## src/rtl/cordic_mac_datapath.sv

```systemverilog
// Linear-mode CORDIC multiply-accumulate datapath: y_out = y_in + x_in * z_in.
// It applies one shift/add micro-rotation per clock under the control of an external
// iteration controller. That controller supplies iter/stop and observes the residual Zn.
module cordic_mac_datapath #(
  parameter int W     = 16,
  parameter int FRAC  = 12,
  parameter int GUARD = 2
) (
  input  logic         clk,
  input  logic         rst,
  input  logic         load,
  input  logic [W-1:0] x_in,
  input  logic [W-1:0] y_in,
  input  logic [W-1:0] z_in,
  input  logic [2:0]   iter,
  input  logic         stop,
  output logic [W-1:0] Zn,
  output logic [W-1:0] y_out,
  output logic         busy,
  output logic         done
);

  localparam int AW = W + GUARD;
  localparam logic [W-1:0] ONE = W'(1) << FRAC;
  localparam logic [W-1:0] POS_MAX = {1'b0, {(W-1){1'b1}}};
  localparam logic [W-1:0] NEG_MAX = {1'b1, {(W-1){1'b0}}};

  typedef enum logic {IDLE, RUN} state_t;

  state_t               state;
  logic signed [W-1:0]  x_r;
  logic signed [W-1:0]  z;
  logic signed [AW-1:0] y_acc;

  logic signed [AW-1:0] x_step;
  logic signed [W-1:0]  z_step;
  logic [W-1:0]         y_sat;
  logic                 z_neg;

  // Per-iteration increments and the saturated view of the accumulator.
  always_comb begin
    // NOTE: every output of this block gets a default first, so no latch can be inferred.
    x_step = '0;
    z_step = '0;
    y_sat  = y_acc[W-1:0];
    z_neg  = z[W-1];
    // The guard bits sign-extend x_r before the arithmetic shift.
    x_step = $signed({{GUARD{x_r[W-1]}}, x_r}) >>> iter;
    z_step = $signed(ONE >> iter);
    // If the guard bits and the W-bit sign bit disagree, the value does not fit in W bits.
    if (y_acc[AW-1:W-1] != {(GUARD+1){y_acc[W-1]}})
      y_sat = y_acc[AW-1] ? NEG_MAX : POS_MAX;
  end

  assign Zn = z;

  // Control state, operand capture, micro-rotation and result hand-off.
  always_ff @(posedge clk or posedge rst) begin
    // NOTE: sequential state uses non-blocking assignments so that all registers update together.
    if (rst) begin
      state <= IDLE;
      x_r   <= '0;
      z     <= '0;
      y_acc <= '0;
      y_out <= '0;
      busy  <= 1'b0;
      done  <= 1'b0;
    end else begin
      done <= 1'b0;
      unique case (state)
        IDLE: begin
          if (load) begin
            x_r   <= x_in;
            z     <= z_in;
            y_acc <= $signed({{GUARD{y_in[W-1]}}, y_in});
            busy  <= 1'b1;
            state <= RUN;
          end
        end
        RUN: begin
          if (stop) begin
            y_out <= y_sat;
            busy  <= 1'b0;
            done  <= 1'b1;
            state <= IDLE;
          end else if (z_neg) begin
            y_acc <= y_acc - x_step;
            z     <= z + z_step;
          end else begin
            y_acc <= y_acc + x_step;
            z     <= z - z_step;
          end
        end
        default: state <= IDLE;
      endcase
    end
  end

endmodule

```

## config.mk

```make
export PLATFORM = sky130hd
export DESIGN_NAME = cordic_mac_datapath
export DESIGN_NICKNAME = d
export VERILOG_FILES = /design/src/rtl/cordic_mac_datapath.sv
export SDC_FILE = /design/constraint.sdc
export NUM_CORES = 1
export LEC_CHECK = 0
export ABC_AREA = 1
export BUFFER_PORTS_ARGS = -buffer_cell sky130_fd_sc_hd__buf_2
export CAP_MARGIN = 10
export CORE_MARGIN = 2
export CORE_UTILIZATION = 52
export CTS_CLUSTER_SIZE = 8
export DETAILED_ROUTE_END_ITERATION = 6
export GPL_TIMING_DRIVEN = 1
export PLACE_DENSITY = 0.78
export SYNTH_ARGS = -nofsm -noshare
export SYNTH_HDL_FRONTEND = slang
export SYNTH_SLANG_ARGS = --single-unit
```

## constraint.sdc

```tcl
create_clock -name clk -period 3.1 [get_ports clk]
set_clock_uncertainty 0.1 [all_clocks]
set_input_delay 0.775 -clock clk [delete_from_list [all_inputs] [get_ports clk]]
set_output_delay 0.775 -clock clk [all_outputs]
set_load 0.02 [all_outputs]
```

==> results of run 1 <==
[state kept, by name, indices dropped and copies added, names as in the netlist]
name   cells
state      1
busy       1
y_out     16
x_r       16
Zn        16
done       1
y_acc     18
[critical path: stages]
cell       delay, ns
bufbuf_16       0.25
nand2_4         0.08
buf_4           0.12
nand3_4         0.08
nand3_2         0.07
nand2_2         0.06
inv_2           0.06
nand4_1         0.23
nor3_4          0.29
nand2_1         0.08
nand2_1         0.07
xor2_1          0.18
ha_1            0.31
nand2_2         0.11
nor2_4          0.05
nand3_2         0.09
nand4_1         0.20
a31o_2          0.28
or2_4           0.23
nand3_2         0.06
o211ai_1        0.08
nand2_1         0.07
[final cells by class]
class	count	area [um2]	area share, %
repair buffers	231	1730	21.7
flip-flops and latches	69	1730	21.6
well taps	133	166	2.08
multi-input cells	603	3940	49.3
clock inverters	4	25.0	0.313
repair inverters	1	8.76	0.110
inverters	57	244	3.06
clock buffers	11	141	1.77
[metal layers]
layer,global-route usage (%),vias up
met5,0,-
met1,37.3,2930
met2,57.1,257
met3,5.36,64
met4,14.0,0
li1,-,2945
[per-stage QoR]
stage                     total power, uW  instances
final                                9400       1109
after CTS                            8430       1101
after global routing                10000       1109
after detailed placement             7030       1064
after global placement               6870       1064
after floorplan                      4870        759
[final timing paths]
kind / end
max in group asynchronous: Zn[9]
hold reg to reg: Zn[1]
setup reg to reg: y_acc[14]
setup / recovery: y_acc[14]
min in group asynchronous: y_acc[2]
hold / removal: Zn[1]
[repair_timing]
action	4_1_cts	5_1_grt
endpoints found under the setup margin	20	20
cloned	4	0
setup buffers	20	8
gates resized for setup	113	71
pin swaps	61	53
[power by group through the flow]
stage          sequential [uW]  clock [uW]  combinational, uW
2_1_floorplan             1740           0               3140
3_3_place_gp              1560           0               5310
3_5_place_dp              1580           0               5450
4_1_cts                   1580         680               6170
5_1_grt                   1650         716               7670
6_report                  1600         668               7130
[logic make-up (layout without fill, tap and decap cells)]
family	Yosys count	after routing	share of synthesized area (%)
AO/OA/AOI/OAI	148	148	15.5
XOR/XNOR	25	25	4.15
adder cells (fa/ha/maj)	31	31	7.64
buffers and inverters	87	304	6.90
flip-flops	69	69	32.7
AND/OR/NAND/NOR	399	399	33.1
[cell usage in the layout (no fill, tap or decap), types with 12 or more instances in the layout]
master,n
dfrtp_1,69
a21oi_2,12
buf_2,85
ha_1,23
o21ai_1,20
nand2_4,13
xor2_1,17
a21oi_1,40
buf_4,121
nand2_1,188
nand3_2,34
nand2_2,30
nand3_1,27
inv_1,45
buf_6,14
nor2_1,64
o21ai_0,39
==> qor.txt, run 1 <==
starting density of the core: 53.7%
fin crit period: 3.62 ns
Final Cycle Share: 117%
largest net degree at the start of global routing: 41
Rel. slew slack: 47.4%
pre-CTS setup slack: -1.02 ns
fmax: 276 MHz
RSZ-0062 raised after global routing: yes
share of Yosys cell area claimed by the top area cell type: 32.7%
sequential share of the synthesized area: 32.7%
Int Pwr: 4870 uW
r2r setup slk: -0.39 ns
Sw Pwr: 4530 uW
CP Launch Type: input pin
cell with the most instances after synthesis: nand2_1
Final WS setup: -0.518 ns
Die Height: 105 um
hold-critical path depth: 2
routed length per instance: 15.9 um
Post-synth EDFFs: 0
Slew Limit Fails: 0
placed standard-cell area: 6800 um2
CTS tree: done
Switching Fraction: 48.2%
worst-skew pair later-pin latency: 0.36 ns
Hold Fails Final Rpt: 0
grt ovf: 0
Ant. Diodes: 0
Ports: 89
setup TNS: -4.04 ns
Clk pwr share: 7.1%
CTS root buffer: clkbuf_8
Die X: 105 um
Synth top cells by count: nand2_1, nor2_1, dfrtp_1, o21ai_0, nand3_1
first-pass GRT wire length: 28300 um
final core utilization: 81.3%
YS warnings: 0
core area: 9820 um2
sequential power share: 17.0%
Top Layer Used: met4
Min-Delay Path Class: reg -> reg
Lkg Pwr: 0.00400 uW
vias in the first global route: 6074
Area contributors post-synth: dfrtp_1, nand2_1, ha_1
Site Rows: 36
worst slew pin tran: 0.788 ns
hold-fix buffer count after cts: 0
Post-DRT Antenna Nets: 0
Comb pwr share: 75.9%
share of cells above drive strength 1: 42.7%
CP required: 3.31 ns
Critical path origin: iter[0]
All-Layer GR Usage: 31.9%
Worst VDD drop: 0.626 mV
CTS Buffer Depth: 2
DRT met1 WL: 7140 um
drt initial violations: 366
CTS sink count: 69
Cells after Synth: 759
top_reg_cell synth: dfrtp_1
critical hold path startpoint: Zn[1]
total number of vias: 6196
final net count: 1058
antenna violations before repair: 0
largest fanout on the critical path: 4
Avg Vias per Cell: 5.59
die area: 11000 um2
Async SR Flop Fraction: 100%
Finish-stage setup viols: 16
final WL: 17700 um
metal3 WL: 990 um
Reg-to-Reg Start: x_r[6]
CP arrival: 3.83 ns
syn avg cell area: 6.95 um2
status: complete, but fails checks
syn nets: 845
Mapped Area: 5280 um2
clock transition at the registers of the reported paths: 0.08 ns
Num CTS Buffers: 9
DRC: 0
Synth Register Bits: 69
post-DP HPWL: 12000 um
Setup Crit Path Kind: in -> reg
WHS: 0.383 ns
Reg2Reg Depth: 21
H-tree depth: 3
filler cell count: 671
port bufs: 88
Layout area overhead: 51.4%
metal2 WL: 8890 um
failing checks: setup timing
area leader, netlist: dfrtp_1
fin area: 7990 um2
max-cap viol count: 0
synth unique cells: 43
PwrDens: 1180 nW/um2
crit end category: flip-flop
Final GP Congestion: 0.932
drt pass-1 iters: 5
No activity file was read; power rests on OpenSTA's default activity.
==> run 2, diff against run 1 <==
Settings changed: BUFFER_PORTS_ARGS -buffer_cell sky130_fd_sc_hd__buf_2 to -buffer_cell sky130_fd_sc_hd__clkbuf_2, CORE_UTILIZATION 52 to 50, PLACE_DENSITY 0.78 to 0.75.
==> run 2 against run 1 <==
- the run still ends with setup timing left
- first-iteration DRC count fell by 2.2%
- clock power rose by 53%
- wire length fell by 3.7%
- worst setup slack got worse by 0.098 ns
- flip-flop and latch count did not move
- sequential power barely moved
- highest routed layer unchanged
==> qor.txt, run 2 (synthesis results as in run 1) <==
drt pass-1 iters: 5 (unchanged)
max reg flops: 18 (unchanged)
Num CTS Buffers: 9 (unchanged)
Avg Vias per Cell: 5.41 (-3.2%)
r2r setup slk: -0.43 ns (-0.04 ns)
logic depth of the worst path, buffers included: 23 (+4.5%)
worst path cell trace: clkbuf_16 -> inv_12 -> nand2_1 -> nand3_1 -> nand2_1 -> inv_2 -> nand2_4 -> nor3_4 -> nand3_4 -> nand3b_4 -> o31ai_4 -> xnor2_1 -> ha_1 -> nand2_2 -> nor3_4 -> nand2_2 -> or2_4 -> o311ai_4 -> buf_4 -> inv_2 -> nand2_2 -> nand3_2 -> a21oi_2
share of cells above drive strength 1: 40.2% (-2.5 points)
setup TNS: -4.40 ns (-0.358 ns)
RSZ-0062 raised after global routing: yes
Reg2Reg Depth: 21 (unchanged)
CP arrival: 3.91 ns (+0.08 ns)
final WL: 17000 um (-3.7%)
Post-DRT Antenna Nets: 0 (unchanged)
Final Cycle Share: 120% (+3.2 points)
All-Layer GR Usage: 29.3% (-2.6 points)
CTS tree: done
CTS Buffer Depth: 2 (unchanged)
CP max stage delay: 0.32 ns (about the same)
Ant. Diodes: 0 (unchanged)
worst-skew pair later-pin latency: 0.36 ns (about the same)
H-tree depth: 3 (unchanged)
critical hold path startpoint: Zn[1]
antenna violations before repair: 0 (unchanged)
slowest stage cell, crit path: ha_1
PwrDens: 1190 nW/um2 (+1.3%)
Site Rows: 37 (+2.8%)
Slew Limit Fails: 0 (unchanged)
die area: 11400 um2 (+3.8%)
hold-fix buffer count after cts: 0 (unchanged)
CTS sink count: 69 (unchanged)
grt ovf: 0 (unchanged)
DRC: 0 (unchanged)
CTS root buffer: clkbuf_8
filler cell count: 796 (+19%)
port bufs: 88 (unchanged)
fmax: 269 MHz (-2.6%)
Ports: 89 (unchanged)
Hold Fails Final Rpt: 0 (unchanged)
hold-critical path endpoint: Zn[1]
Worst VDD drop: 0.635 mV (+1.4%)
Min-Delay Path Class: reg -> reg
core area: 10300 um2 (+4.7%)
CP required: 3.29 ns (-0.02 ns)
clock transition at the registers of the reported paths: 0.08 ns (about the same)
Die Height: 107 um (+1.9%)
largest fanout on the critical path: 15 (+11)
Setup Crit Path Kind: in -> reg
hold-critical path depth: 2 (unchanged)
max-cap viol count: 0 (unchanged)
Final WS setup: -0.616 ns (-0.0979 ns)
WHS: 0.386 ns (+0.00233 ns)
largest net degree at the start of global routing: 40 (-2.4%)
Worst Path Buf+Inv: 5 (+2)
final net count: 1059 (+0.095%)
failing checks: setup timing
post-DP HPWL: 11600 um (-3.7%)
vias in the first global route: 5890 (-3.0%)
Finish-stage setup viols: 19 (+3)
most common cell after layout, fill and taps aside: nand2_1
Die X: 107 um (+1.9%)
Final GP Congestion: 0.971 (+4.2%)
drt initial violations: 358 (-2.2%)
routed length per instance: 15.3 um (-4.1%)
Rel. slew slack: 47.3% (-0.14 points)
fin crit period: 3.72 ns (+0.0979 ns)
first-pass GRT wire length: 26900 um (-5.2%)
Reg-to-Reg Start: x_r[7]
Largest Register: y_acc
Lkg Pwr: 0.00399 uW (-0.19%)
CP Launch Type: input pin
most used cell, CP: nand2_2
reg2reg end: y_acc[17]
starting density of the core: 51.3% (-2.4 points)
Pwr Total: 9360 uW (-0.47%)
worst slew pin tran: 0.790 ns (+0.00214 ns)
status: complete, but fails checks
most frequent cells in the layout: nand2_1, buf_4, clkbuf_2, dfrtp_1, nor2_1
delay-heaviest family, CP: simple AND/OR/NAND/NOR gates
total number of vias: 6027 (-2.7%)
crit end category: flip-flop
Layout area overhead: 48.7%
==> run 2: changes by cell type in the layout (fill, tap and decap cells not counted), moves of 5 or more <==
cell and change:
buf_2 -85, nand3_2 -5, nand3_1 +8, buf_6 -9, nand2_1 +9, o21ai_0 +5
clkbuf_2 +85, buf_4 +13, nand2_2 -8, o21ai_2 -6
==> run 2: worst max-delay path by stage <==
stage	start	end
global route	iter[0]	y_acc[17]
detailed placement	iter[0]	y_acc[17]
floorplan	iter[1]	y_acc[17]
CTS	iter[0]	y_acc[17]
global placement	iter[0]	y_acc[14]
finish	iter[0]	y_acc[17]
==> run 2: metrics by stage <==
step	util (%)	setup slack (ns)	cell area, um2	std cells
final	76.3	-0.616	7850	1114
after CTS	72.9	-0.419	7490	1107
after global placement	66.2	-0.961	6800	1069
after floorplan	-	-0.395	5460	759
after global routing	76.3	-0.775	7850	1114
after detailed placement	66.2	-0.999	6800	1069
==> run 2: per-layer routing <==
metal / part of all wire [%] / vias to the layer above / wire [um] / global-route usage [%]
met3: 5.3 / 42 / 905 / 4.92
met4: 2.8 / 0 / 477 / 11.9
li1: - / 2935 / - / -
met1: 40 / 2841 / 6860 / 35.2
met5: 0 / - / 0 / 0
met2: 52 / 209 / 8800 / 51.8
==> run 2: repair_timing <==
action | 4_1_cts | 5_1_grt
gates cloned | 2 | 0
gates resized for setup | 60 | 74
endpoints found under the setup margin | 21 | 21
pin swaps | 40 | 65
setup buffers | 20 | 11
endpoints found under the hold margin | 0 | 0
==> run 2: final cells by class <==
type	instances	area, um2	area share, %
Clock inverter	6	134	1.71
Sequential cell	69	1730	22.0
Timing Repair Buffer	233	1650	21.0
Tap cell	136	170	2.17
Inverter	57	241	3.08
Multi-Input combinational cell	603	3780	48.2
Clock buffer	10	138	1.75
==> run 2: worst reg2reg max path, delay by kind of cell, from the launching register on <==
family,cells,cell delay [ns]
XOR/XNOR,1,0.15
flip-flops,1,0.43
adder cells (fa/ha/maj),1,0.32
AO/OA/AOI/OAI,3,0.35
buffers and inverters,4,0.42
AND/OR/NAND/NOR,12,1.70
==> run 2: power breakdown <==
group	internal (uW)	leakage, uW	switching, uW
sequential	1260	0.000814	342
clock	638	0.000136	382
combinational	3150	0.00304	3590
total	5050	0.00399	4310
